`src/rtl/picorv32_arb_pkg.sv`:
```
// Shared types and constants for the two-requester PicoRV32 memory arbiter.
package picorv32_arb_pkg;

    localparam int ARB_DATA_W = 32;

    typedef enum logic [1:0] {
        ST_IDLE = 2'd0,
        ST_BUSY = 2'd1,
        ST_DONE = 2'd2
    } arb_state_t;

    localparam logic REQ0 = 1'b0;
    localparam logic REQ1 = 1'b1;

    localparam logic [3:0] WSTRB_READ = 4'b0000;

    typedef struct packed {
        logic                  instr;
        logic [ARB_DATA_W-1:0] addr;
        logic [ARB_DATA_W-1:0] wdata;
        logic [3:0]            wstrb;
    } mem_req_t;

endpackage

```
`src/rtl/picorv32_arb_rr_pick.sv`:
```
// Round-robin pick between two requesters; the one not served last wins a tie.
// Purely combinational, no latency; no backpressure of its own.
module picorv32_arb_rr_pick
    import picorv32_arb_pkg::*;
(
    input  logic [1:0] valid,
    input  logic       last_grant,
    output logic [1:0] grant,
    output logic       grant_id
);

    always_comb begin
        grant_id = REQ0;
        case (valid)
            2'b01:   grant_id = REQ0;
            2'b10:   grant_id = REQ1;
            2'b11:   grant_id = ~last_grant;
            default: grant_id = REQ0;
        endcase
        grant = 2'b00;
        if (|valid) begin
            grant[grant_id] = 1'b1;
        end
    end

endmodule

```
`src/rtl/picorv32_mem_arbiter.sv`:
```
// Shares one registered PicoRV32 memory port between two requesters, round-robin per transaction.
// Grant registers on the sampling edge; ready pulses the edge after mem_ready; min 3 cycles/transfer.
// Losing requester is held off by its ready staying low; downstream stalls by holding mem_ready low.
module picorv32_mem_arbiter
    import picorv32_arb_pkg::*;
#(
    parameter int DATA_W = 32
)
(
    input  logic              clk,
    input  logic              reset,

    input  logic              m0_mem_valid,
    input  logic              m0_mem_instr,
    input  logic [DATA_W-1:0] m0_mem_addr,
    input  logic [DATA_W-1:0] m0_mem_wdata,
    input  logic [3:0]        m0_mem_wstrb,
    output logic              m0_mem_ready,
    output logic [DATA_W-1:0] m0_mem_rdata,

    input  logic              m1_mem_valid,
    input  logic              m1_mem_instr,
    input  logic [DATA_W-1:0] m1_mem_addr,
    input  logic [DATA_W-1:0] m1_mem_wdata,
    input  logic [3:0]        m1_mem_wstrb,
    output logic              m1_mem_ready,
    output logic [DATA_W-1:0] m1_mem_rdata,

    output logic              mem_valid,
    output logic              mem_instr,
    output logic [DATA_W-1:0] mem_addr,
    output logic [DATA_W-1:0] mem_wdata,
    output logic [3:0]        mem_wstrb,
    input  logic              mem_ready,
    input  logic [DATA_W-1:0] mem_rdata,

    output logic              grant_id,
    output logic              busy
);

    arb_state_t        state_q;
    arb_state_t        state_d;

    mem_req_t          req0;
    mem_req_t          req1;
    mem_req_t          req_sel;
    mem_req_t          req_q;

    logic [1:0]        req_valid;
    logic [1:0]        pick_grant;
    logic              pick_id;

    logic              take_grant;
    logic              finish;

    logic              mem_valid_q;
    logic              grant_id_q;
    logic              last_grant_q;
    logic              ready0_q;
    logic              ready1_q;
    logic [DATA_W-1:0] rdata_q;

    assign req0 = '{instr: m0_mem_instr, addr: m0_mem_addr, wdata: m0_mem_wdata, wstrb: m0_mem_wstrb};
    assign req1 = '{instr: m1_mem_instr, addr: m1_mem_addr, wdata: m1_mem_wdata, wstrb: m1_mem_wstrb};
    assign req_valid = {m1_mem_valid, m0_mem_valid};

    picorv32_arb_rr_pick u_pick (
        .valid      (req_valid),
        .last_grant (last_grant_q),
        .grant      (pick_grant),
        .grant_id   (pick_id)
    );

    always_comb begin
        case (pick_grant)
            2'b10:   req_sel = req1;
            default: req_sel = req0;
        endcase
    end

    always_ff @(posedge clk) begin
        if (reset) begin
            state_q <= ST_IDLE;
        end else begin
            state_q <= state_d;
        end
    end

    // DONE never grants: the finishing requester may still show valid for this cycle.
    always_comb begin
        state_d = state_q;
        case (state_q)
            ST_IDLE: if (|req_valid) state_d = ST_BUSY;
            ST_BUSY: if (mem_ready)  state_d = ST_DONE;
            ST_DONE: state_d = ST_IDLE;
            default: state_d = ST_IDLE;
        endcase
    end

    always_comb begin
        take_grant = 1'b0;
        finish     = 1'b0;
        busy       = 1'b0;
        case (state_q)
            ST_IDLE: take_grant = |req_valid;
            ST_BUSY: begin
                finish = mem_ready;
                busy   = 1'b1;
            end
            ST_DONE: busy = 1'b1;
            default: ;
        endcase
    end

    always_ff @(posedge clk) begin
        if (reset) begin
            req_q        <= '{instr: 1'b0, addr: '0, wdata: '0, wstrb: WSTRB_READ};
            mem_valid_q  <= 1'b0;
            grant_id_q   <= REQ0;
            last_grant_q <= REQ1;
            rdata_q      <= '0;
            ready0_q     <= 1'b0;
            ready1_q     <= 1'b0;
        end else begin
            ready0_q <= finish && (grant_id_q == REQ0);
            ready1_q <= finish && (grant_id_q == REQ1);
            if (take_grant) begin
                req_q        <= req_sel;
                mem_valid_q  <= 1'b1;
                grant_id_q   <= pick_id;
                last_grant_q <= pick_id;
            end
            if (finish) begin
                mem_valid_q <= 1'b0;
                rdata_q     <= mem_rdata;
            end
        end
    end

    assign mem_valid    = mem_valid_q;
    assign mem_instr    = req_q.instr;
    assign mem_addr     = req_q.addr;
    assign mem_wdata    = req_q.wdata;
    assign mem_wstrb    = req_q.wstrb;
    assign grant_id     = grant_id_q;
    assign m0_mem_ready = ready0_q;
    assign m1_mem_ready = ready1_q;
    assign m0_mem_rdata = rdata_q;
    assign m1_mem_rdata = rdata_q;

endmodule

```
`config.mk`:
```
export PLATFORM = sky130hd
export DESIGN_NAME = picorv32_mem_arbiter
export DESIGN_NICKNAME = d
export VERILOG_FILES = /design/src/rtl/picorv32_arb_pkg.sv /design/src/rtl/picorv32_arb_rr_pick.sv /design/src/rtl/picorv32_mem_arbiter.sv
export SDC_FILE = /design/constraint.sdc
export NUM_CORES = 1
export LEC_CHECK = 0
export CELL_PAD_IN_SITES_DETAIL_PLACEMENT = 1
export CELL_PAD_IN_SITES_GLOBAL_PLACEMENT = 1
export CORE_ASPECT_RATIO = 1.25
export CORE_MARGIN = 2
export CORE_UTILIZATION = 23
export DETAILED_ROUTE_END_ITERATION = 16
export GPL_TIMING_DRIVEN = 1
export PLACE_DENSITY_LB_ADDON = 0.1
export SETUP_SLACK_MARGIN = 0.05
export SYNTH_ARGS = -nofsm -noshare
export SYNTH_HDL_FRONTEND = slang
export SYNTH_SLANG_ARGS = --single-unit
```
`constraint.sdc`:
```
create_clock -name clk -period 1.3 [get_ports clk]
set_input_delay 0.26 -clock clk [delete_from_list [all_inputs] [get_ports clk]]
set_output_delay 0.26 -clock clk [all_outputs]
set_load 0.01 [all_outputs]
```
== After elaboration in Yosys (flattened, before gate mapping) ==
Index checks and enable logic that the tools add are counted.

* Register bits: 108
* Output and inout bits: 138
* Bits of input ports: 175

* Equal/unequal tests: 7
* Mux-type cells: 11
* Reduce and logical (&&, ||, !) cells: 8
* Magnitude comparators: 2
* Bitwise operators: 2

{| class="wikitable"
|+ Operators by type and width
! kind !! count
|-
| $mux 69 || 1
|-
| $eq 2x2->1 const B || 4
|-
| $mux 2 || 3
|-
| $reduce_or 2->1 || 3
|-
| $mux 1 || 4
|-
| $ne 2x2->1 const B || 2
|-
| $pmux 2 s2 || 1
|-
| $logic_and 1x1->1 || 3
|-
| $eq 2x1->1 const B || 1
|-
| $logic_not 2->1 || 1
|-
| $lt 1x2->1 const B || 1
|-
| $not 1->1 || 2
|-
| $pmux 1 s2 || 1
|-
| $reduce_and 2->1 || 1
|-
| $demux 1 s1 || 1
|-
| $ge 1x1->1 const B || 1
|}

== Logic depth before layout (Yosys ltp) ==
* Word-level depth: 9
* Depth in mapped cells: 7
* Depth with buffers taken out: 5

== Modules after synthesis ==
From an unflattened synthesis, not the netlist that was laid out.

* Cell total of the unflattened synthesis: 525
* Area total of the unflattened synthesis: 4969.8 µm²

{| class="wikitable"
|+ By module, submodules not included
! module !! cells each !! area each (µm²) !! times used
|-
| picorv32_mem_arbiter || 521 || 4943.5 || 1
|-
| picorv32_arb_rr_pick || 4 || 26.3 || 1
|}

== Worst setup path after synthesis ==
Ideal clock, no wire load.

* Path kind: flip-flop to flip-flop
* Start point: register state_q[1]
* End point: register rdata_q[10], in the netlist m0_mem_rdata[10]
* Arrival: 1.338 ns
* Slack: -0.098 ns
* Library setup time: 0.060 ns
* Period minus slack after synthesis: 1.398 ns
* Data required time: 1.240 ns
* Cell stages (with the launch flop): 6
* Buffers on the path: 1
* Path through: dfxtp_1 inv_1 ha_1 a21oi_1 clkbuf_1 a22o_1

* Longest elaborated chain between the ends: 2

{| class="wikitable"
|+ RTL lines
! what !! line !! source
|-
| start, declared || picorv32_mem_arbiter.sv:41 || <nowiki>arb_state_t state_q;</nowiki>
|-
| start signal, assigned || picorv32_mem_arbiter.sv:85 || <nowiki>state_q <= state_d;</nowiki>
|-
| $eq 2x1->1 || picorv32_mem_arbiter.sv:104 || <nowiki>case (state_q)</nowiki>
|-
| $mux 1 || picorv32_mem_arbiter.sv:104 ||
|-
| end signal, assigned || picorv32_mem_arbiter.sv:135 || <nowiki>rdata_q <= mem_rdata;</nowiki>
|-
| end, declared || picorv32_mem_arbiter.sv:61 || <nowiki>logic [DATA_W-1:0] rdata_q;</nowiki>
|}

No other way between the ends.
A chain may end at the register's enable or synchronous reset.

== Final worst setup path ==
* Start point: register state_q[1]
* End point: register req_q (netlist bit mem_addr[15])

* Longest elaborated chain between the ends: 2

{| class="wikitable"
|+ RTL lines
! what !! line !! source
|-
| $logic_not 2->1 || picorv32_mem_arbiter.sv:104 ||
|-
| $mux 1 || picorv32_mem_arbiter.sv:104 ||
|-
| end signal, assigned || picorv32_mem_arbiter.sv:117 || <nowiki>req_q <= '{instr: 1'b0, addr: '0, wdata: '0, wstrb: WSTRB_READ};</nowiki>
|-
| end signal, assigned || picorv32_mem_arbiter.sv:128 || <nowiki>req_q <= req_sel;</nowiki>
|-
| end, declared || picorv32_mem_arbiter.sv:47 || <nowiki>mem_req_t req_q;</nowiki>
|}

No other way between the ends.

==> results.md <==
- The max-cap violation count is 0.
- The detailed-route wire length is 22.9 mm.
- The number of distinct library cells after synthesis is 26.
- The clock-pin slew on the worst setup and hold paths is 0.08 ns.
- The final reports fail on setup timing.
- In the global route stage, met3 resource usage came out at 0.0508.
- The count of final setup violators is 99.
- In this run the vertical extent of the chip is 166 µm.
- Counting every net in the synthesized netlist gives 699.
- Detailed placement finished with a half-perimeter wire length of 14.4 mm.
- Of the total power, the share spent switching nets is 0.356.
- The delay of the slowest critical-path stage is 0.33 ns.
- Summed over all nets, the switching power comes to 4.48 mW.
- The hold violation count in the final report is 0.
- The worst setup path is captured at a flip-flop.
- The worst hold path class is in -> reg.
- At the worst endpoint, the arrival time is 1.65 ns.
- At the end of the flow, the number of nets in the layout was 1002.
- The critical path startpoint category is a flip-flop.
- The total CTS buffers is 9.
- In the final layout, the share of cells above drive strength 1 is 0.493.
- The run finished, with violations left.
- For this design the static power due to leakage is 3.73 nW.
- The first routing iteration left 143 violations.
- Setup slack on the critical path of the routed design comes to -0.117 ns.
- Of all nets on the critical path, the largest fanout is 8.
- Clock tree synthesis found a total of 108 sinks.
- The class of the most critical setup path is reg -> reg.
- The Yosys step of the flow raised 0 warnings.
- For the worst setup path, the data required time is 1.53 ns.
- The met2 usage in global routing is 0.354.
- The area of the core is 0.0207 mm².
- Relative to the synthesized area, the layout overhead comes to 96.8%.
- The fraction of registers with async set/reset is 0.
- After synthesis, the most frequently instantiated cells are dfxtp_1 (108), a21oi_1 (72), nor2_1 (72), nand2_1 (70), a211oi_2 (69).
- In this run the tightest slew margin relative to its limit is 0.718.
- The number of antenna violations at the first check in global routing is 1.
- The via count of the first global-routing pass came to 5645.
- Port buffering added 312 buffers.
- The critical path goes through inv_2 > ha_4 > o21ai_4 > buf_12 > buf_16 > a21oi_1 > a211oi_2.
- The buffer and inverter count on the worst path is 3.
- The count of mapped cells out of synthesis is 521.
- The synthesized area is 0.00485 mm².
- The number of H-tree levels is 3.
- Setup repair after global routing could not meet its margin everywhere.
- Summed over all failing endpoints, the final setup total negative slack is -3.41 ns.
- The number of flops mapped to enable cells by yosys is 0.
- The via-per-instance ratio is 4.66.
- The most frequently used flop master after synthesis is dfxtp_1.
- The internal power summed over all cells is 8.12 mW.
- The area share of the largest cell type after synthesis is 0.445.
- For this run, the register share of the synthesized area comes to 0.445.
- The die boundary width is 134 µm.
- The area of the die is 0.0223 mm².
- Routability-driven placement finished with a final weighted congestion of 0.740.
- The number of placed I/O pins is 313.
- The maximum clock frequency is 0.706 GHz.
- No sink is reached through more buffers than the 2 on the longest clock path.
- The final period demand of the worst path is 1.42 ns.
- In the final routed layout, each cell accounts on average for 20.7 µm.
- Summing over every cut layer, the via total after detailed routing is 5148.
- The share of total power in combinational logic is 0.443.
- The share of total power in sequential cells is 0.331.
- The largest individual stage delay along the critical path comes from the cell dfxtp_2.
- The synthesized design contains 108 register bits.
- The detailed-routing iteration count for the pre-antenna-repair pass is 4.
- For this run, design rule violations remaining after detail routing come to 0.
- The clock root buffer is clkbuf_16.
- The final worst-path cycle share is 1.09.
- The power share of the clock group is 0.226.
- At the pin with the least slew margin, the transition time is 0.423 ns.
- The first-pass GRT wire length is 32.5 mm.
- Dividing total power by cell area gives a power density of 1320 mW/mm².
- A synthesized cell averages 9.32 µm².
- The layer flagged by global routing as most heavily used is met2.
- The largest net degree at the start of global routing is 31.
- The final core area utilization is 0.461.
- In the post-synthesis netlist, the biggest area contributors are dfxtp_1 (45%), a211oi_2 (18%), a21oi_1 (7.4%).
- The most frequently used cell type in the post-synthesis netlist is dfxtp_1.
- The final max-slew violation count is 0.
- After global routing the overflow that remains totals 0.
- The highest ir drop seen on vdd is 0.728 mV.
- At the later pin of the worst-skew pair, clock insertion delay measures 0.36 ns.
- In this run the core area contains 59 standard-cell rows.
- The initial utilization of the core area, before any placement, comes to 0.234.
- The remaining antenna violation count is 0.
- The synthesized design spends more area on one cell type than any other, namely dfxtp_1.
- Between clock sinks in the finished design, the worst skew comes to 0.00969 ns.
- Across every metal layer, demand over resource in global routing totals 0.189.
- The met1 track utilization from global routing is 0.203.
- TritonCTS built the clock tree.
- The dominant delay contributor by cell family on the critical path is compound AO/OA/AOI/OAI gates.
==> placed cells by master (no fill, tap or decap), types with 3 or more instances in the layout <==
cell type / count
dlygate4sd2_1: 3
a21oi_4: 20
nor2_2: 15
a21oi_1: 19
a22o_1: 32
buf_2: 11
a21oi_2: 33
buf_8: 4
clkdlybuf4s15_1: 18
buf_12: 16
nand2_1: 69
buf_4: 15
dfxtp_1: 61
nor2_1: 40
clkbuf_2: 52
nor2_4: 17
clkdlybuf4s15_2: 55
clkbuf_16: 16
a211oi_2: 69
buf_6: 7
clkdlybuf4s50_1: 171
dfxtp_2: 47
buf_16: 8
==> metal layers <==
metal	vias to the layer above	share of wire
met3	23	0.068
met4	0	0.019
met2	202	0.54
li1	2410	-
met1	2513	0.37
met5	-	0
==> final timing paths <==
kind | startpoint | to | slack, ns | depth (start not counted)
hold reg to reg | mem_valid | mem_valid | 0.48 | 1
setup reg to reg | state_q[1] | mem_addr[15] | -0.12 | 7
setup / recovery | state_q[1] | mem_addr[15] | -0.12 | 7
hold / removal | reset | m0_mem_ready | 0.20 | 2
==> per-stage QoR <==
step	hold slack, ns	instance area, µm²	std cells	power (mW)	worst slack, ns
finish	0.204	9550	1104	12.6	-0.117
global route	0.202	9550	1104	13.2	-0.194
CTS	0.196	9320	1093	12.1	-0.139
detailed placement	0.458	8200	1055	8.45	-0.533
floorplan	0.386	4910	521	6.25	0.0275
global placement	0.448	8200	1055	8.32	-0.465
==> layout make-up <==
type / count / area, µm²
diodes: 1 / 2.50
inverters: 2 / 7.51
clock buffers: 9 / 225
fillers: 2292 / 11200
clock inverters: 7 / 78.8
flip-flops and latches: 108 / 2220
multi-input cells: 334 / 2790
well taps: 274 / 343
repair buffers: 369 / 3880
==> flip-flops by register name, summed over array words and instances (netlist names) <==
| name | count |
|---|---|
| m0_mem_ready | 1 |
| state_q | 2 |
| last_grant_q | 1 |
| mem_wstrb | 4 |
| mem_addr | 32 |
| mem_valid | 1 |
| mem_instr | 1 |
| m1_mem_ready | 1 |
| m0_mem_rdata | 32 |
| grant_id | 1 |
| mem_wdata | 32 |
==> power groups by stage <==
| stage | clock [mW] | sequential [mW] | combinational (mW) |
|---|---|---|---|
| floorplan | 0 | 4.34 | 1.91 |
| global placement | 0 | 4.12 | 4.20 |
| detailed placement | 0 | 4.15 | 4.30 |
| CTS | 2.97 | 4.11 | 5.06 |
| global route | 3.08 | 4.23 | 5.93 |
| finish | 2.85 | 4.17 | 5.58 |
==> cells by family (layout without fill, tap and decap cells) <==
logic type / Yosys count / count (layout) / synth area share
compound gates: 181 / 181 / 0.325
fa+ha+maj: 3 / 3 / 0.00773
buf+inv: 79 / 387 / 0.101
flops: 108 / 108 / 0.445
mux: 1 / 1 / 0.00206
other cells: 0 / 1 / 0
simple gates: 149 / 149 / 0.119
==> timing repair <==
action | in CTS | in global routing
hold buffers | 0 | 0
pin swaps | 32 | 63
endpoints found under the setup margin | 244 | 211
setup buffers | 9 | 7
resized for setup | 423 | 195
gates cloned | 13 | 8
Note: power is estimated with default switching activity, not from simulation.
